**src/rtl/z_tile_store_scheduler_pkg.sv**
```systemverilog
// Shared types for the Z-tile store scheduler: tile parameters, the streamer
// control word, FSM state encoding and the beat-count helper.
package z_tile_store_scheduler_pkg;

  localparam int unsigned Z_CNT_W = 16;

  typedef struct packed {
    logic [31:0]        base_address;
    logic [31:0]        row_stride;   // bytes between consecutive Z rows
    logic [Z_CNT_W-1:0] x_rows;
    logic [Z_CNT_W-1:0] y_columns;
    logic               col_major;    // 1: rows are the inner loop
  } z_tile_param_t;

  typedef struct packed {
    logic        req_start;
    logic [31:0] base_addr;
    logic [31:0] tot_len;
    logic [31:0] d0_len;
    logic [31:0] d0_stride;
    logic [31:0] d1_len;
    logic [31:0] d1_stride;
    logic [31:0] d2_stride;
    logic [31:0] d3_stride;
    logic [1:0]  dim_enable_1h;
  } hci_streamer_ctrl_t;

  typedef enum logic [1:0] {
    ST_IDLE  = 2'd0,
    ST_PREP  = 2'd1,
    ST_ISSUE = 2'd2,
    ST_DONE  = 2'd3
  } z_state_e;

  // Number of bus beats needed to move `cols` elements of data_size bits.
  function automatic logic [31:0] z_blk_len(input logic [31:0] cols,
                                            input int unsigned data_size,
                                            input int unsigned bw);
    logic [31:0] bits;
    bits = cols * data_size;
    return (bits + bw - 1) / bw;
  endfunction

endpackage

```
**src/rtl/z_tile_store_scheduler_if.sv**
```systemverilog
// Store-request channel between the scheduler and the Z sink streamer.
// Handshake: a transfer happens on a rising clock edge where req_valid and
// req_ready are both 1. Once req_valid is raised, the master keeps req_valid
// and ctrl unchanged until that transfer; req_valid never depends on
// req_ready, while req_ready may depend on req_valid.
interface z_tile_store_scheduler_if;
  import z_tile_store_scheduler_pkg::*;

  hci_streamer_ctrl_t ctrl;
  logic               req_valid;
  logic               req_ready;

  modport master (output ctrl, output req_valid, input req_ready);
  modport slave  (input ctrl, input req_valid, output req_ready);

endinterface

```
**src/rtl/z_tile_store_scheduler_addr_gen.sv**
```systemverilog
// Address and length generator for one Z block: start address of the block
// at (row, col_blk) and its beat count, including the partial last block.
module z_tile_store_scheduler_addr_gen
  import z_tile_store_scheduler_pkg::*;
#(
  parameter int unsigned BW           = 128,
  parameter int unsigned DATA_SIZE    = 32,
  parameter int unsigned Y_BLOCK_SIZE = 4,
  parameter int unsigned CNT_W        = Z_CNT_W
) (
  input  logic [CNT_W-1:0] row,
  input  logic [CNT_W-1:0] col_blk,
  input  logic [31:0]      base_address,
  input  logic [31:0]      row_stride,
  input  logic [CNT_W-1:0] y_columns,
  output logic [31:0]      base_addr,
  output logic [31:0]      tot_len
);

  localparam int unsigned    Y_SH      = $clog2(Y_BLOCK_SIZE);
  localparam logic [31:0]    BLK_BYTES = 32'(Y_BLOCK_SIZE * (DATA_SIZE / 8));
  localparam logic [CNT_W:0] Y_BLK     = (CNT_W+1)'(Y_BLOCK_SIZE);

  logic [CNT_W:0] col_first;
  logic [CNT_W:0] col_left;
  logic [CNT_W:0] cols;

  // Column count of this block (clipped for the tail) and its address.
  always_comb begin
    col_first = {1'b0, col_blk} << Y_SH;
    // col_blk < nblk, so this subtraction cannot underflow
    col_left  = {1'b0, y_columns} - col_first;
    cols      = (col_left > Y_BLK) ? Y_BLK : col_left;
    base_addr = base_address + 32'(row) * row_stride + 32'(col_blk) * BLK_BYTES;
    tot_len   = z_blk_len(32'(cols), DATA_SIZE, BW);
  end

endmodule

```
**src/rtl/z_tile_store_scheduler.sv**
```systemverilog
// Z-tile store scheduler: walks X rows by Y column blocks in row- or
// column-major order and issues one streamer store request per block,
// gated by credits that the compute engine grants with proceed pulses.
module z_tile_store_scheduler
  import z_tile_store_scheduler_pkg::*;
#(
  parameter int unsigned BW           = 128,
  parameter int unsigned DATA_SIZE    = 32,
  parameter int unsigned Y_BLOCK_SIZE = 4,
  parameter int unsigned CREDIT_DEPTH = 4,
  parameter int unsigned CNT_W        = Z_CNT_W
) (
  input  logic                     clk_i,
  input  logic                     rst_ni,
  input  logic                     clear_i,
  input  logic                     start_i,
  input  z_tile_param_t            params_i,
  input  logic                     proceed_i,
  z_tile_store_scheduler_if.master store,
  output logic                     busy_o,
  output logic                     done_o,
  output logic [CNT_W-1:0]         row_o,
  output logic [CNT_W-1:0]         col_blk_o,
  output logic                     overflow_o,
  output z_state_e                 state_o
);

  localparam int unsigned     Y_SH   = $clog2(Y_BLOCK_SIZE);
  localparam int unsigned     CR_W   = $clog2(CREDIT_DEPTH + 1);
  localparam logic [CR_W-1:0] CR_MAX = CR_W'(CREDIT_DEPTH);
  localparam logic [CR_W-1:0] CR_ONE = CR_W'(1);
  localparam logic [CNT_W:0]  BLK_M1 = (CNT_W+1)'(Y_BLOCK_SIZE - 1);
  localparam logic [CNT_W:0]  ONE_W  = (CNT_W+1)'(1);
  localparam logic [CNT_W-1:0] ONE   = CNT_W'(1);

  z_state_e         state_q, state_d;
  z_tile_param_t    params_q, params_d;
  logic [CNT_W:0]   nblk_q, nblk_d;
  logic [CNT_W-1:0] row_q, row_d, col_q, col_d;
  logic [CR_W-1:0]  cr_q, cr_d;
  logic [31:0]      base_q, base_d, len_q, len_d;
  logic             cfg_q, cfg_d;
  logic             valid_q, valid_d;
  logic             busy_q, busy_d;
  logic             done_q, done_d;
  logic             ovf_q, ovf_d;

  logic [31:0]      gen_base, gen_len;
  logic             accept, row_wrap, col_wrap, last_blk, empty_tile;

  assign accept     = valid_q & store.req_ready;
  assign row_wrap   = ({1'b0, row_q} == ({1'b0, params_q.x_rows} - ONE_W));
  assign col_wrap   = ({1'b0, col_q} == (nblk_q - ONE_W));
  assign last_blk   = row_wrap & col_wrap;
  assign empty_tile = (params_q.x_rows == '0) | (params_q.y_columns == '0);

  z_tile_store_scheduler_addr_gen #(
    .BW           (BW),
    .DATA_SIZE    (DATA_SIZE),
    .Y_BLOCK_SIZE (Y_BLOCK_SIZE),
    .CNT_W        (CNT_W)
  ) u_addr_gen (
    .row          (row_q),
    .col_blk      (col_q),
    .base_address (params_q.base_address),
    .row_stride   (params_q.row_stride),
    .y_columns    (params_q.y_columns),
    .base_addr    (gen_base),
    .tot_len      (gen_len)
  );

  // State register.
  always_ff @(posedge clk_i or negedge rst_ni) begin
    if (!rst_ni) state_q <= ST_IDLE;
    else         state_q <= state_d;
  end

  // Next state, credit bookkeeping, index advance and next registered outputs.
  always_comb begin
    state_d  = state_q;
    params_d = params_q;
    nblk_d   = nblk_q;
    row_d    = row_q;
    col_d    = col_q;
    cr_d     = cr_q;
    base_d   = base_q;
    len_d    = len_q;
    cfg_d    = cfg_q;
    ovf_d    = ovf_q;

    // A proceed and an acceptance in the same cycle cancel out.
    if (state_q != ST_IDLE) begin
      if (proceed_i && !accept) begin
        if (cr_q == CR_MAX) ovf_d = 1'b1;
        else                cr_d  = cr_q + CR_ONE;
      end else if (!proceed_i && accept) begin
        cr_d = cr_q - CR_ONE;
      end
    end

    case (state_q)
      ST_IDLE: begin
        if (start_i) begin
          state_d  = ST_PREP;
          params_d = params_i;
          nblk_d   = ({1'b0, params_i.y_columns} + BLK_M1) >> Y_SH;
          row_d    = '0;
          col_d    = '0;
        end
      end
      ST_PREP: begin
        if (empty_tile) begin
          state_d = ST_DONE;
        end else begin
          base_d  = gen_base;
          len_d   = gen_len;
          cfg_d   = 1'b1;
          state_d = ST_ISSUE;
        end
      end
      ST_ISSUE: begin
        if (accept) begin
          if (last_blk) begin
            state_d = ST_DONE;
          end else begin
            state_d = ST_PREP;
            if (!params_q.col_major) begin
              if (col_wrap) begin
                col_d = '0;
                row_d = row_q + ONE;
              end else begin
                col_d = col_q + ONE;
              end
            end else begin
              if (row_wrap) begin
                row_d = '0;
                col_d = col_q + ONE;
              end else begin
                row_d = row_q + ONE;
              end
            end
          end
        end
      end
      ST_DONE: begin
        state_d = ST_IDLE;
        cr_d    = '0;
      end
      default: state_d = ST_IDLE;
    endcase

    if (clear_i) begin
      state_d  = ST_IDLE;
      params_d = '0;
      nblk_d   = '0;
      row_d    = '0;
      col_d    = '0;
      cr_d     = '0;
      base_d   = '0;
      len_d    = '0;
      cfg_d    = 1'b0;
      ovf_d    = 1'b0;
    end

    valid_d = (state_d == ST_ISSUE) && (cr_d != '0);
    busy_d  = (state_d == ST_PREP) || (state_d == ST_ISSUE);
    done_d  = (state_d == ST_DONE);
  end

  // Datapath and output registers.
  always_ff @(posedge clk_i or negedge rst_ni) begin
    if (!rst_ni) begin
      params_q <= '0;
      nblk_q   <= '0;
      row_q    <= '0;
      col_q    <= '0;
      cr_q     <= '0;
      base_q   <= '0;
      len_q    <= '0;
      cfg_q    <= 1'b0;
      valid_q  <= 1'b0;
      busy_q   <= 1'b0;
      done_q   <= 1'b0;
      ovf_q    <= 1'b0;
    end else begin
      params_q <= params_d;
      nblk_q   <= nblk_d;
      row_q    <= row_d;
      col_q    <= col_d;
      cr_q     <= cr_d;
      base_q   <= base_d;
      len_q    <= len_d;
      cfg_q    <= cfg_d;
      valid_q  <= valid_d;
      busy_q   <= busy_d;
      done_q   <= done_d;
      ovf_q    <= ovf_d;
    end
  end

  // Assemble the streamer control word from the registered fields.
  always_comb begin
    store.ctrl           = '0;
    store.ctrl.req_start = valid_q;
    store.ctrl.base_addr = base_q;
    store.ctrl.tot_len   = len_q;
    store.ctrl.d0_len    = len_q;
    store.ctrl.d0_stride = cfg_q ? 32'(BW / 8) : 32'd0;
  end

  assign store.req_valid = valid_q;
  assign busy_o          = busy_q;
  assign done_o          = done_q;
  assign row_o           = row_q;
  assign col_blk_o       = col_q;
  assign overflow_o      = ovf_q;
  assign state_o         = state_q;

endmodule

```
**src/flat_wrapper.sv**
```systemverilog
// flat-port wrapper written by rule: the top's interface ports become plain ports
module z_tile_store_scheduler_flat import z_tile_store_scheduler_pkg::*;
#(
  parameter int unsigned BW           = 128,
  parameter int unsigned DATA_SIZE    = 32,
  parameter int unsigned Y_BLOCK_SIZE = 4,
  parameter int unsigned CREDIT_DEPTH = 4,
  parameter int unsigned CNT_W        = Z_CNT_W
)
  (clk_i, rst_ni, clear_i, start_i, params_i, proceed_i, busy_o, done_o, row_o, col_blk_o, overflow_o, state_o, store_ctrl, store_req_valid, store_req_ready);
  z_tile_store_scheduler_if store_i ();
  input  logic clk_i;
  input  logic rst_ni;
  input  logic clear_i;
  input  logic start_i;
  input  z_tile_param_t params_i;
  input  logic proceed_i;
  output logic busy_o;
  output logic done_o;
  output logic [CNT_W-1:0] row_o;
  output logic [CNT_W-1:0] col_blk_o;
  output logic overflow_o;
  output z_state_e state_o;
  output wire logic [$bits(store_i.ctrl)-1:0] store_ctrl;
  output wire logic [$bits(store_i.req_valid)-1:0] store_req_valid;
  input wire logic [$bits(store_i.req_ready)-1:0] store_req_ready;
  assign store_ctrl = store_i.ctrl;
  assign store_req_valid = store_i.req_valid;
  assign store_i.req_ready = store_req_ready;
  z_tile_store_scheduler #(.BW(BW), .DATA_SIZE(DATA_SIZE), .Y_BLOCK_SIZE(Y_BLOCK_SIZE), .CREDIT_DEPTH(CREDIT_DEPTH), .CNT_W(CNT_W)) u_core (.clk_i(clk_i), .rst_ni(rst_ni), .clear_i(clear_i), .start_i(start_i), .params_i(params_i), .proceed_i(proceed_i), .store(store_i), .busy_o(busy_o), .done_o(done_o), .row_o(row_o), .col_blk_o(col_blk_o), .overflow_o(overflow_o), .state_o(state_o));
endmodule
```
**config.mk**
```make
export PLATFORM = sky130hd
export DESIGN_NAME = z_tile_store_scheduler_flat
export DESIGN_NICKNAME = d
export VERILOG_FILES = /design/src/rtl/z_tile_store_scheduler_pkg.sv /design/src/rtl/z_tile_store_scheduler_if.sv /design/src/rtl/z_tile_store_scheduler_addr_gen.sv /design/src/rtl/z_tile_store_scheduler.sv /design/src/flat_wrapper.sv
export SDC_FILE = /design/constraint.sdc
export NUM_CORES = 1
export LEC_CHECK = 0
export ABC_CLOCK_PERIOD_IN_PS = 12400
export CORE_MARGIN = 1
export CORE_UTILIZATION = 30
export DETAILED_ROUTE_END_ITERATION = 10
export MAX_ROUTING_LAYER = met4
export PLACE_DENSITY = 0.47
export SYNTH_ARGS = -nofsm -noshare
export SYNTH_HDL_FRONTEND = slang
export SYNTH_SLANG_ARGS = --single-unit
```
**constraint.sdc**
```tcl
create_clock -name clk_i -period 12.4 [get_ports clk_i]
set_clock_uncertainty 0.2 [all_clocks]
set_input_delay 3.1 -clock clk_i [delete_from_list [all_inputs] [get_ports clk_i]]
set_output_delay 3.1 -clock clk_i [all_outputs]
set_load 0.005 [all_outputs]
```
==> flow_summary.toml <==
[logic_synthesis]
synth_edf_count = 0
seq_area_frac_synth_pct = 20.2
yosysWarnings = 0
synth_compound_area_share_pct = 10.9
synthAdderAreaFrac_pct = 33.3
avgSynthCellArea_um2 = 9.01
synth_top_family_by_area = "adder cells"
synth.distinct_cells = 80
synthSimpleGateAreaFrac_pct = 15.8
synthesis.area_mm2 = 0.0250
async_flop_share_pct = 100
muxShareOfSynthArea_pct = 0.125
synth-seq-cells = 202
synthCells = 2778
synthFlopType = "dfrtp_1"
synth_xor_area_share_pct = 3.54

[route]
ant_nets = 0
routed_wl_um = 74100
firstDrtPassIters = 5
drc = 0
wl_per_cell_um = 18.6
first_iter_violations = 994
vias = 18600
viasPerCell = 4.65

[clock_tree]
cts_tree = "yes"
h-tree-depth = 1
worstSkewPairLatency_ns = 0.60
cts.sinks = 202
clk_transition_reported_paths_ns = 0.06
post_cts_resized = 0
root_buffer = "clkbuf_16"
cts_made_buffers = 29
holdBufCountCts = 0
cts_setup_buffers = 0
clock_path_buffers = 3

[critical_path]
worstPathRequired_ns = 12.71
crit_slowest_cell = "dfrtp_1"
cp-start-kind = "register"
crit_fanout = 19
cp.buffers_inverters = 5
crit_chain = "nand2_1 > fa_1 > inv_1 > fa_1 > inv_1 > fa_1 > inv_1 > fa_1 > fa_1 > inv_1 > fa_1 > inv_1 > ha_1 > nand3_1 > nor3_1 > a2111oi_0 > nor4b_1 > o21ai_0 > nand2_1 > a21oi_1 > or4_1 > nand3_1"
cp_top_family = "adder cells"
cpPeakStageDelay_ns = 0.91
end_kind = "register"
cp_common_cell = "fa_1"
cp.arrival_ns = 7.53
crit_type = "register to register"

[min_path]
hp-class = "register to register"

[timing]
finalCritPeriodShare_pct = 58.2
tightestPinTransition_ns = 1.11
finalHoldViolCount = 0
min_period_ns = 7.22
tns_ns = 0
setup_slack_ns = 5.18
fmax_mhz = 138
relSlewSlack_pct = 25.9
slew_violations = 0
rsz0062_at_grt = "no"
setup_viol = 0

[final_layout]
stdcell_count = 3987
num-fill-cells = 8490
nets = 3452
areaGrowthSynthToFinish_pct = 13.3
multi_input_area_mm2 = 0.0167
seq_area_mm2 = 0.00505
diodes = 0
drive_above_1_share_pct = 4.77

[pwr]
finalPower_w = 0.00224
leakage_nw = 13.6
peakVddDrop_v = 0.0000981
p_per_area_mw_per_mm2 = 79.2

[floorplan]
core_area_mm2 = 0.0824
rows = 105
die_x_um = 291
die_h_um = 291
io-pin-count = 400
die_area_mm2 = 0.0846
initial_core_util_pct = 30.4

[placement]
place_ws_ns = 5.14
io_buffers = 206
dp.cells = 3933
globalplace.congestion = 0.851
dpl.hpwl_um = 57900

[grt]
antenna_found_initial = 0
grt_pass1_vias = 19100
grt_max_degree = 101
grt_remaining_overflow = 0
track_usage_pct = 18.0
grt_pass1_wl_um = 116000

[status]
status = "completed"

[run]
drv_cap = 0
-- path summary, 6_finish.rpt --
check	start	endpoint	slack, ns	cells after the start
worst max-delay path	u_core.row_o[8]$_DFFE_PN0P_	u_core.base_q[27]$_DFFE_PN0P_	5.18	22
worst min-delay path	u_core.params_q[83]$_DFFE_PN0P_	u_core.params_q[83]$_DFFE_PN0P_	0.30	1
worst max register to register	u_core.row_o[8]$_DFFE_PN0P_	u_core.base_q[27]$_DFFE_PN0P_	5.18	22
worst min register to register	u_core.params_q[83]$_DFFE_PN0P_	u_core.params_q[83]$_DFFE_PN0P_	0.30	1
max in group asynchronous	rst_ni	u_core.base_q[18]$_DFFE_PN0P_	7.67	3
min in group asynchronous	rst_ni	u_core.nblk_q[5]$_DFFE_PN0P_	2.34	1
-- through the flow --
step	instance area [um^2]	utilization, %	hold WS (ns)
final	28400	34.4	0.299
after global routing	28400	34.4	0.313
after floorplan	25700	-	0.266
after detailed placement	27300	33.1	0.289
after global placement	27300	33.1	0.285
after CTS	28400	34.4	0.301
-- routing by layer --
metal | share of wire [%] | vias to the layer above | global-route usage [%]
met3 | 4.0 | 78 | 1.84
met5 | 0 | - | -
li1 | - | 8548 | -
met2 | 46 | 520 | 28.2
met4 | 2.4 | 0 | 4.36
met1 | 47 | 9405 | 25.1
-- placed cells by master, fill, tap and decap left out, types with 6 or more instances in the layout --
cell	n
inv_1	498
nand2_1	357
fa_1	350
clkdlybuf4s50_1	204
dfrtp_1	202
conb_1	193
and2_1	173
ha_1	105
a22o_1	96
xnor2_1	73
o21ai_0	68
nor2_1	62
a21oi_1	61
buf_4	39
nand3_1	38
clkbuf_16	29
xor2_1	28
nor3_1	28
o31ai_1	24
and3_1	19
a21o_1	17
nor4_1	13
a31oi_1	13
nor2b_1	12
nor3b_1	12
nand2b_1	11
o41ai_1	11
nand4_1	11
or2_2	10
o21ai_2	10
a211o_1	8
o211ai_1	8
o21a_1	7
a211oi_1	7
bufinv_16	7
o21bai_1	6
clkinv_2	6
-- state kept, by name, indices dropped and copies added (netlist names) --
signal / flops
u_core.cfg_q: 1
u_core.state_o: 2
u_core.store.req_valid: 1
u_core.busy_o: 1
u_core.col_blk_o: 16
u_core.params_q: 97
u_core.base_q: 32
u_core.row_o: 16
u_core.overflow_o: 1
u_core.nblk_q: 15
u_core.done_o: 1
u_core.cr_q: 3
u_core.len_q: 16
-- cell families (layout without fill, tap and decap cells) --
| group | Yosys count | in the layout |
|---|---|---|
| simple gates | 791 | 791 |
| fa+ha+maj | 455 | 455 |
| other cells | 1 | 193 |
| mux | 3 | 3 |
| xor+xnor | 101 | 101 |
| buf+inv | 850 | 797 |
| compound gates | 375 | 375 |
| flops | 202 | 202 |
-- synthesized netlist by cell type, drive strengths merged (11+ instances only) --
master	instances	share of area (%)
inv	498	7.5
nand2	357	5.4
fa	350	28
buf	226	6.8
dfrtp	202	20
and2	175	4.4
clkbuf	126	1.9
ha	105	5.3
a22o	96	3.4
o21ai	81	1.8
xnor2	73	2.6
nor2	64	0.96
a21oi	63	1.3
nand3	38	0.76
nor3	29	0.60
xor2	28	0.98
o31ai	25	0.77
and3	19	0.47
nor4	18	0.61
a21o	17	0.51
o41ai	15	0.64
a31oi	13	0.33
nor2b	12	0.30
nor3b	12	0.36
or2	12	0.30
nand2b	11	0.28
nand4	11	0.28
-- power breakdown --
part / switching, W / leakage [nW] / total [W] / internal [W]
registers: 0.0000706 / 2.76 / 0.000772 / 0.000701
clock network: 0.000347 / 0.533 / 0.000946 / 0.000600
logic: 0.000318 / 10.3 / 0.000526 / 0.000209
total: 0.000735 / 13.6 / 0.00224 / 0.00151
-- layout make-up --
type                    instances  area share [%]
multi-input cells            1918            58.8
well taps                    1070            4.72
inverters                     498            6.59
clock inverters                16           0.980
flip-flops and latches        202            17.8
clock buffers                  38            2.82
repair buffers                245            8.30
Power figures use the tool's default switching activity.
